### config.mk
export PLATFORM = sky130hd
export DESIGN_NAME = ifetch_queue
export DESIGN_NICKNAME = d
export VERILOG_FILES = /design/src/rtl/ifetch_queue.sv
export SDC_FILE = /design/constraint.sdc
export NUM_CORES = 1
export LEC_CHECK = 0
export CAP_MARGIN = 20
export CORE_MARGIN = 1
export CORE_UTILIZATION = 33
export CTS_BUF_LIST = sky130_fd_sc_hd__clkbuf_8 sky130_fd_sc_hd__clkbuf_16
export CTS_CLUSTER_DIAMETER = 80
export DETAILED_ROUTE_END_ITERATION = 10
export GPL_ROUTABILITY_DRIVEN = 1
export RECOVER_POWER = 25
export REMOVE_ABC_BUFFERS = 1
export SYNTH_ARGS = -nofsm -noshare
export SYNTH_HDL_FRONTEND = slang
export SYNTH_SLANG_ARGS = --single-unit
### constraint.sdc
create_clock -name clk -period 11.41 [get_ports clk]
set_input_delay 1.7115 -clock clk [delete_from_list [all_inputs] [get_ports clk]]
set_output_delay 1.7115 -clock clk [all_outputs]
set_load 0.01 [all_outputs]
### src/rtl/ifetch_queue.sv
// Instruction fetch unit: drives a 1-cycle-latency ROM and buffers words in a DEPTH-entry queue for decode.
// Optional misaligned-redirect fault detection is enabled by defining IFETCH_ALIGN_CHECK_EN.
module ifetch_queue #(
    parameter int          ADDR_W   = 14,
    parameter int          DEPTH    = 4,
    parameter logic [31:0] RESET_PC = 32'h0000_0000
) (
    input  logic                    clk,
    input  logic                    rst,
    input  logic                    hold,
    input  logic                    redirect_valid,
    input  logic [31:0]             redirect_pc,
    output logic                    imem_en,
    output logic [ADDR_W-1:0]       imem_addr,
    input  logic [31:0]             imem_rdata,
    output logic                    inst_valid,
    input  logic                    inst_ready,
    output logic [31:0]             inst,
    output logic [31:0]             inst_pc,
    output logic [31:0]             inst_pc_plus4,
    output logic [$clog2(DEPTH):0]  q_count,
    output logic                    fetch_fault
);
    localparam int PW = $clog2(DEPTH);
    localparam int CW = PW + 1;
    localparam logic [CW:0] DEPTH_V = (CW+1)'(DEPTH);

    logic [31:0]    fetch_pc_r;
    logic [31:0]    tag_pc_r;
    logic           inflight_r;
    logic [CW-1:0]  count_r;
    logic [PW-1:0]  rd_ptr_r;
    logic [PW-1:0]  wr_ptr_r;
    logic [31:0]    q_inst_r [DEPTH];
    logic [31:0]    q_pc_r   [DEPTH];
    logic [31:0]    q_pc4_r  [DEPTH];

    logic           fault_s;
    logic           issue_s;
    logic           push_s;
    logic           pop_s;
    logic [CW:0]    pending_s;
    logic [31:0]    redir_target_s;

    // Low two bits are never fetched from; an aligned copy is what the PC loads.
    assign redir_target_s = redirect_pc & 32'hFFFF_FFFC;

    // Issue credit: queued words plus the outstanding read must leave room for one more.
    always_comb begin
        pending_s = {1'b0, count_r} + {{CW{1'b0}}, inflight_r};
        issue_s   = 1'b0;
        if (!rst && !hold && !redirect_valid && !fault_s && (pending_s < DEPTH_V)) begin
            issue_s = 1'b1;
        end else begin
            issue_s = 1'b0;
        end
        push_s = inflight_r && !redirect_valid;
        pop_s  = (count_r != {CW{1'b0}}) && inst_ready;
    end

    // Fetch PC and in-flight read tracking.
    always_ff @(posedge clk) begin
        if (rst) begin
            fetch_pc_r <= RESET_PC;
            tag_pc_r   <= 32'h0000_0000;
            inflight_r <= 1'b0;
        end else if (redirect_valid) begin
            fetch_pc_r <= redir_target_s;
            tag_pc_r   <= tag_pc_r;
            inflight_r <= 1'b0;
        end else begin
            inflight_r <= issue_s;
            if (issue_s) begin
                tag_pc_r   <= fetch_pc_r;
                fetch_pc_r <= fetch_pc_r + 32'd4;
            end else begin
                tag_pc_r   <= tag_pc_r;
                fetch_pc_r <= fetch_pc_r;
            end
        end
    end

    // Instruction queue storage, pointers and occupancy; a redirect flushes everything.
    always_ff @(posedge clk) begin
        if (rst) begin
            count_r  <= {CW{1'b0}};
            rd_ptr_r <= {PW{1'b0}};
            wr_ptr_r <= {PW{1'b0}};
            for (int i = 0; i < DEPTH; i++) begin
                q_inst_r[i] <= 32'h0000_0000;
                q_pc_r[i]   <= 32'h0000_0000;
                q_pc4_r[i]  <= 32'h0000_0000;
            end
        end else if (redirect_valid) begin
            count_r  <= {CW{1'b0}};
            rd_ptr_r <= {PW{1'b0}};
            wr_ptr_r <= {PW{1'b0}};
        end else begin
            if (push_s) begin
                q_inst_r[wr_ptr_r] <= imem_rdata;
                q_pc_r[wr_ptr_r]   <= tag_pc_r;
                q_pc4_r[wr_ptr_r]  <= tag_pc_r + 32'd4;
                wr_ptr_r           <= wr_ptr_r + PW'(1);
            end else begin
                wr_ptr_r <= wr_ptr_r;
            end
            if (pop_s) begin
                rd_ptr_r <= rd_ptr_r + PW'(1);
            end else begin
                rd_ptr_r <= rd_ptr_r;
            end
            case ({push_s, pop_s})
                2'b10:   count_r <= count_r + CW'(1);
                2'b01:   count_r <= count_r - CW'(1);
                default: count_r <= count_r;
            endcase
        end
    end

`ifdef IFETCH_ALIGN_CHECK_EN
    logic fault_r;

    // Sticky misalignment fault; only a later aligned redirect or reset clears it.
    always_ff @(posedge clk) begin
        if (rst) begin
            fault_r <= 1'b0;
        end else if (redirect_valid) begin
            fault_r <= (redirect_pc[1:0] != 2'b00);
        end else begin
            fault_r <= fault_r;
        end
    end
    assign fault_s = fault_r;
`else
    assign fault_s = 1'b0;
`endif

    assign imem_en       = issue_s;
    assign imem_addr     = fetch_pc_r[ADDR_W+1:2];
    assign inst_valid    = (count_r != {CW{1'b0}});
    assign inst          = q_inst_r[rd_ptr_r];
    assign inst_pc       = q_pc_r[rd_ptr_r];
    assign inst_pc_plus4 = q_pc4_r[rd_ptr_r];
    assign q_count       = count_r;
    assign fetch_fault   = fault_s;
endmodule
==> results.json <==
{
  "viasPerCell": 5.07,
  "pwr-share-seq": 0.522,
  "wl_per_cell_um": 20.5,
  "postSynthCellCount": 1483,
  "slew_viol_final": 283,
  "internal_power_mw": 2.72,
  "diodes": 0,
  "rsz0062_at_grt": "false",
  "status": "finished with violations",
  "synth_top_area_cell": "edfxtp_1",
  "synth-edff-count": 368,
  "grt.overflow.total": 0,
  "yosysUniqueCellTypes": 51,
  "critical_path.top_delay_family": "buffers and inverters",
  "drc": 0,
  "ys_async_sr_fraction": 0,
  "cts_inserted_buffers": 48,
  "ys_seq_elements": 438,
  "syn_avg_cell_area_um2": 12.9,
  "dieWidth_um": 243,
  "clkPwrFrac": 0.427,
  "clk_pin_slew_ns": 0.06,
  "hold_buffers": 0,
  "cts.sinks": 438,
  "p_switching_uw": 759,
  "met1_usage": 0.220,
  "synthMostInstantiatedCell": "edfxtp_1",
  "arrival_ns": 7.25,
  "design.die.area_um2": 58800,
  "dr.pass1.iters": 5,
  "min_period_ns": 7.07,
  "critPathRequiredTime_ns": 11.59,
  "setup_viol": 0,
  "cts_resized": 0,
  "place.gp.congestion": 0.754,
  "fillerInstances": 5387,
  "drive_above_1_share": 0.114,
  "die_h_um": 243,
  "yosys-top-cells-area": "edfxtp_1 (58%), mux4_2 (11%), dfxtp_1 (7.3%)",
  "yosysTopAreaCellShare": 0.579,
  "cpPeakStageDelay_ns": 1.34,
  "leakage_nw": 8.10,
  "yosys_most_used_dff": "edfxtp_1",
  "combPwrFrac": 0.051,
  "use_met2": 0.283,
  "yosysWarnings": 0,
  "drt_iter0_markers": 1035,
  "seq_area_frac_synth": 0.652,
  "hold_violations": 0,
  "ant_nets": 0,
  "cp_cell_sequence": "dlygate4sd3_1, clkbuf_1, inv_1, nand2_1, or3_1, clkbuf_1, nand2b_4, buf_4",
  "cts_tree": "yes",
  "max_slew_margin": -0.924,
  "synthesis.area_um2": 19100,
  "critPathMaxFanout": 59,
  "antenna_found_initial": 0,
  "cp_common_cell": "clkbuf_1",
  "grt_pass1_wl_mm": 74.8,
  "top_usage_layer": "met2",
  "row_count": 87,
  "core_um2": 56800,
  "cts.path.max_buffers": 3,
  "swShare": 0.218,
  "cts_setup_buffers": 0,
  "pin_count": 185,
  "cp_slowest_cell": "clkbuf_1",
  "fin_skew_ns": 0.0153,
  "finalWorstSetupSlack_ns": 4.34,
  "fin_crit_sh": 0.619,
  "grt_util_met3": 0.0338,
  "setup_tns_ns": 0,
  "area_growth_pct": 20.3,
  "dpl.hpwl_mm": 28.3,
  "start_util": 0.336,
  "fin_nets": 1691,
  "crit_type": "input port to flip-flop",
  "grt_max_degree": 73,
  "crit_buf_inv": 5,
  "htreeDepth": 2,
  "ir_drop_uv": 92.5,
  "max_freq_ghz": 0.142,
  "clk_latency_ns": 0.58,
  "post-place-ws_ns": 5.70,
  "cap_violations": 8,
  "portBuffers": 177,
  "critPathCaptureType": "flip-flop",
  "wl_mm": 49.5,
  "grt_usage": 0.168,
  "violations": "max-capacitance violations, max-slew violations",
  "cts_root_buf": "clkbuf_16",
  "power-per-cell-area_nw_per_um2": 151,
  "worst_pin_slew_ns": 2.88,
  "grt_pass1_vias": 12299,
  "cp-start-kind": "input port",
  "synthTopCellsByCount": "edfxtp_1 (368), nor2_1 (277), nand2_1 (171), mux4_2 (92), inv_1 (77)",
  "vias": 12224,
  "hold_path_class": "flip-flop to flip-flop"
}
-- state kept, by name (all words and copies together), names as in the netlist, named ones only --
signal	flops
fetch_pc_r	30
inflight_r	1
q_count	3
q_inst_r	128
q_pc4_r	120
q_pc_r	120
rd_ptr_r	2
tag_pc_r	30
wr_ptr_r	2
-- worst paths after layout --
path / from / end / slack [ns] / cells after the start
max: redirect_valid / q_inst_r[2][30] / 4.34 / 8
max reg2reg: wr_ptr_r[1] / q_inst_r[1][19] / 6.85 / 5
min reg2reg: fetch_pc_r[22] / tag_pc_r[22] / 0.49 / 2
min: fetch_pc_r[22] / tag_pc_r[22] / 0.49 / 2
-- routing by layer --
layer | wire (µm) | part of all wire | vias to the layer above
met5 | 0 | 0 | -
met4 | 1020 | 0.021 | 0
met3 | 3130 | 0.063 | 67
met2 | 24400 | 0.49 | 379
met1 | 20900 | 0.42 | 6211
li1 | - | - | 5567
-- worst min-delay path: cells and delay by family, from the launching register on --
family,cells,cell delay [ns]
flip-flops,1,0.33
AND/OR/NAND/NOR,1,0.06
AO/OA/AOI/OAI,1,0.05
-- power by group through the flow --
stage	clock network (mW)	logic (mW)	registers, mW
2_1_floorplan	0	0.0769	1.84
3_3_place_gp	0	0.183	1.84
3_5_place_dp	0	0.183	1.85
4_1_cts	1.52	0.184	1.81
5_1_grt	1.58	0.191	1.82
6_report	1.48	0.178	1.81
-- cell type report --
type                       instances  area, µm²  area share
inverter                          77        289      0.0126
clock buffer                      54       1290      0.0564
tap                              756        946      0.0412
clock inverter                    33        198     0.00861
multi-input combinational        857       5880       0.256
sequential                       438      12500       0.542
timing repair buffer             196       1910      0.0830
-- cell usage in the layout, fill, tap and decap left out, types with 3 or more instances in the layout --
cell type	instances
a32oi_1	3
clkbuf_16	49
nor2_1	277
clkinv_2	10
nand2_1	171
inv_1	84
a31oi_1	18
and3_1	6
dfxtp_1	68
edfxtp_1	368
a22oi_1	4
and2_1	51
buf_4	12
ha_1	3
nand4_1	20
xor2_1	17
nand3_1	22
nand2b_1	3
and4_1	6
clkbuf_8	5
o21ai_0	17
dlygate4sd3_1	19
nand2b_4	4
a21oi_1	47
clkbuf_1	6
nor3_1	7
a41oi_1	5
or3_1	14
or2_2	3
clkinv_1	11
o211ai_1	6
or4_1	4
mux4_2	92
xnor2_1	18
clkdlybuf4s50_1	157
nor4_1	11
conb_1	5
-- metrics by stage --
step	utilization	cells	hold slack [ns]	cell area, µm²	power, mW
2_1_floorplan	-	1372	0.439	18600	1.92
3_3_place_gp	0.379	2323	0.474	21500	2.03
3_5_place_dp	0.379	2323	0.479	21500	2.03
4_1_cts	0.405	2410	0.487	23000	3.52
5_1_grt	0.404	2411	0.502	23000	3.59
6_report	0.404	2411	0.491	23000	3.48
-- cell families (layout without fill, tap and decap cells) --
group,Yosys count,count (layout),synth area share
other,1,5,0.000196
AOI/OAI and AO/OA,113,113,0.0360
buffers and inverters,192,360,0.0419
and+or+nand+nor,606,606,0.141
xor gates and xnor gates,35,35,0.0161
DFF,438,438,0.652
adders and majority gates,4,4,0.00301
muxes,94,94,0.110
Note: power is estimated with default switching activity, not from simulation.
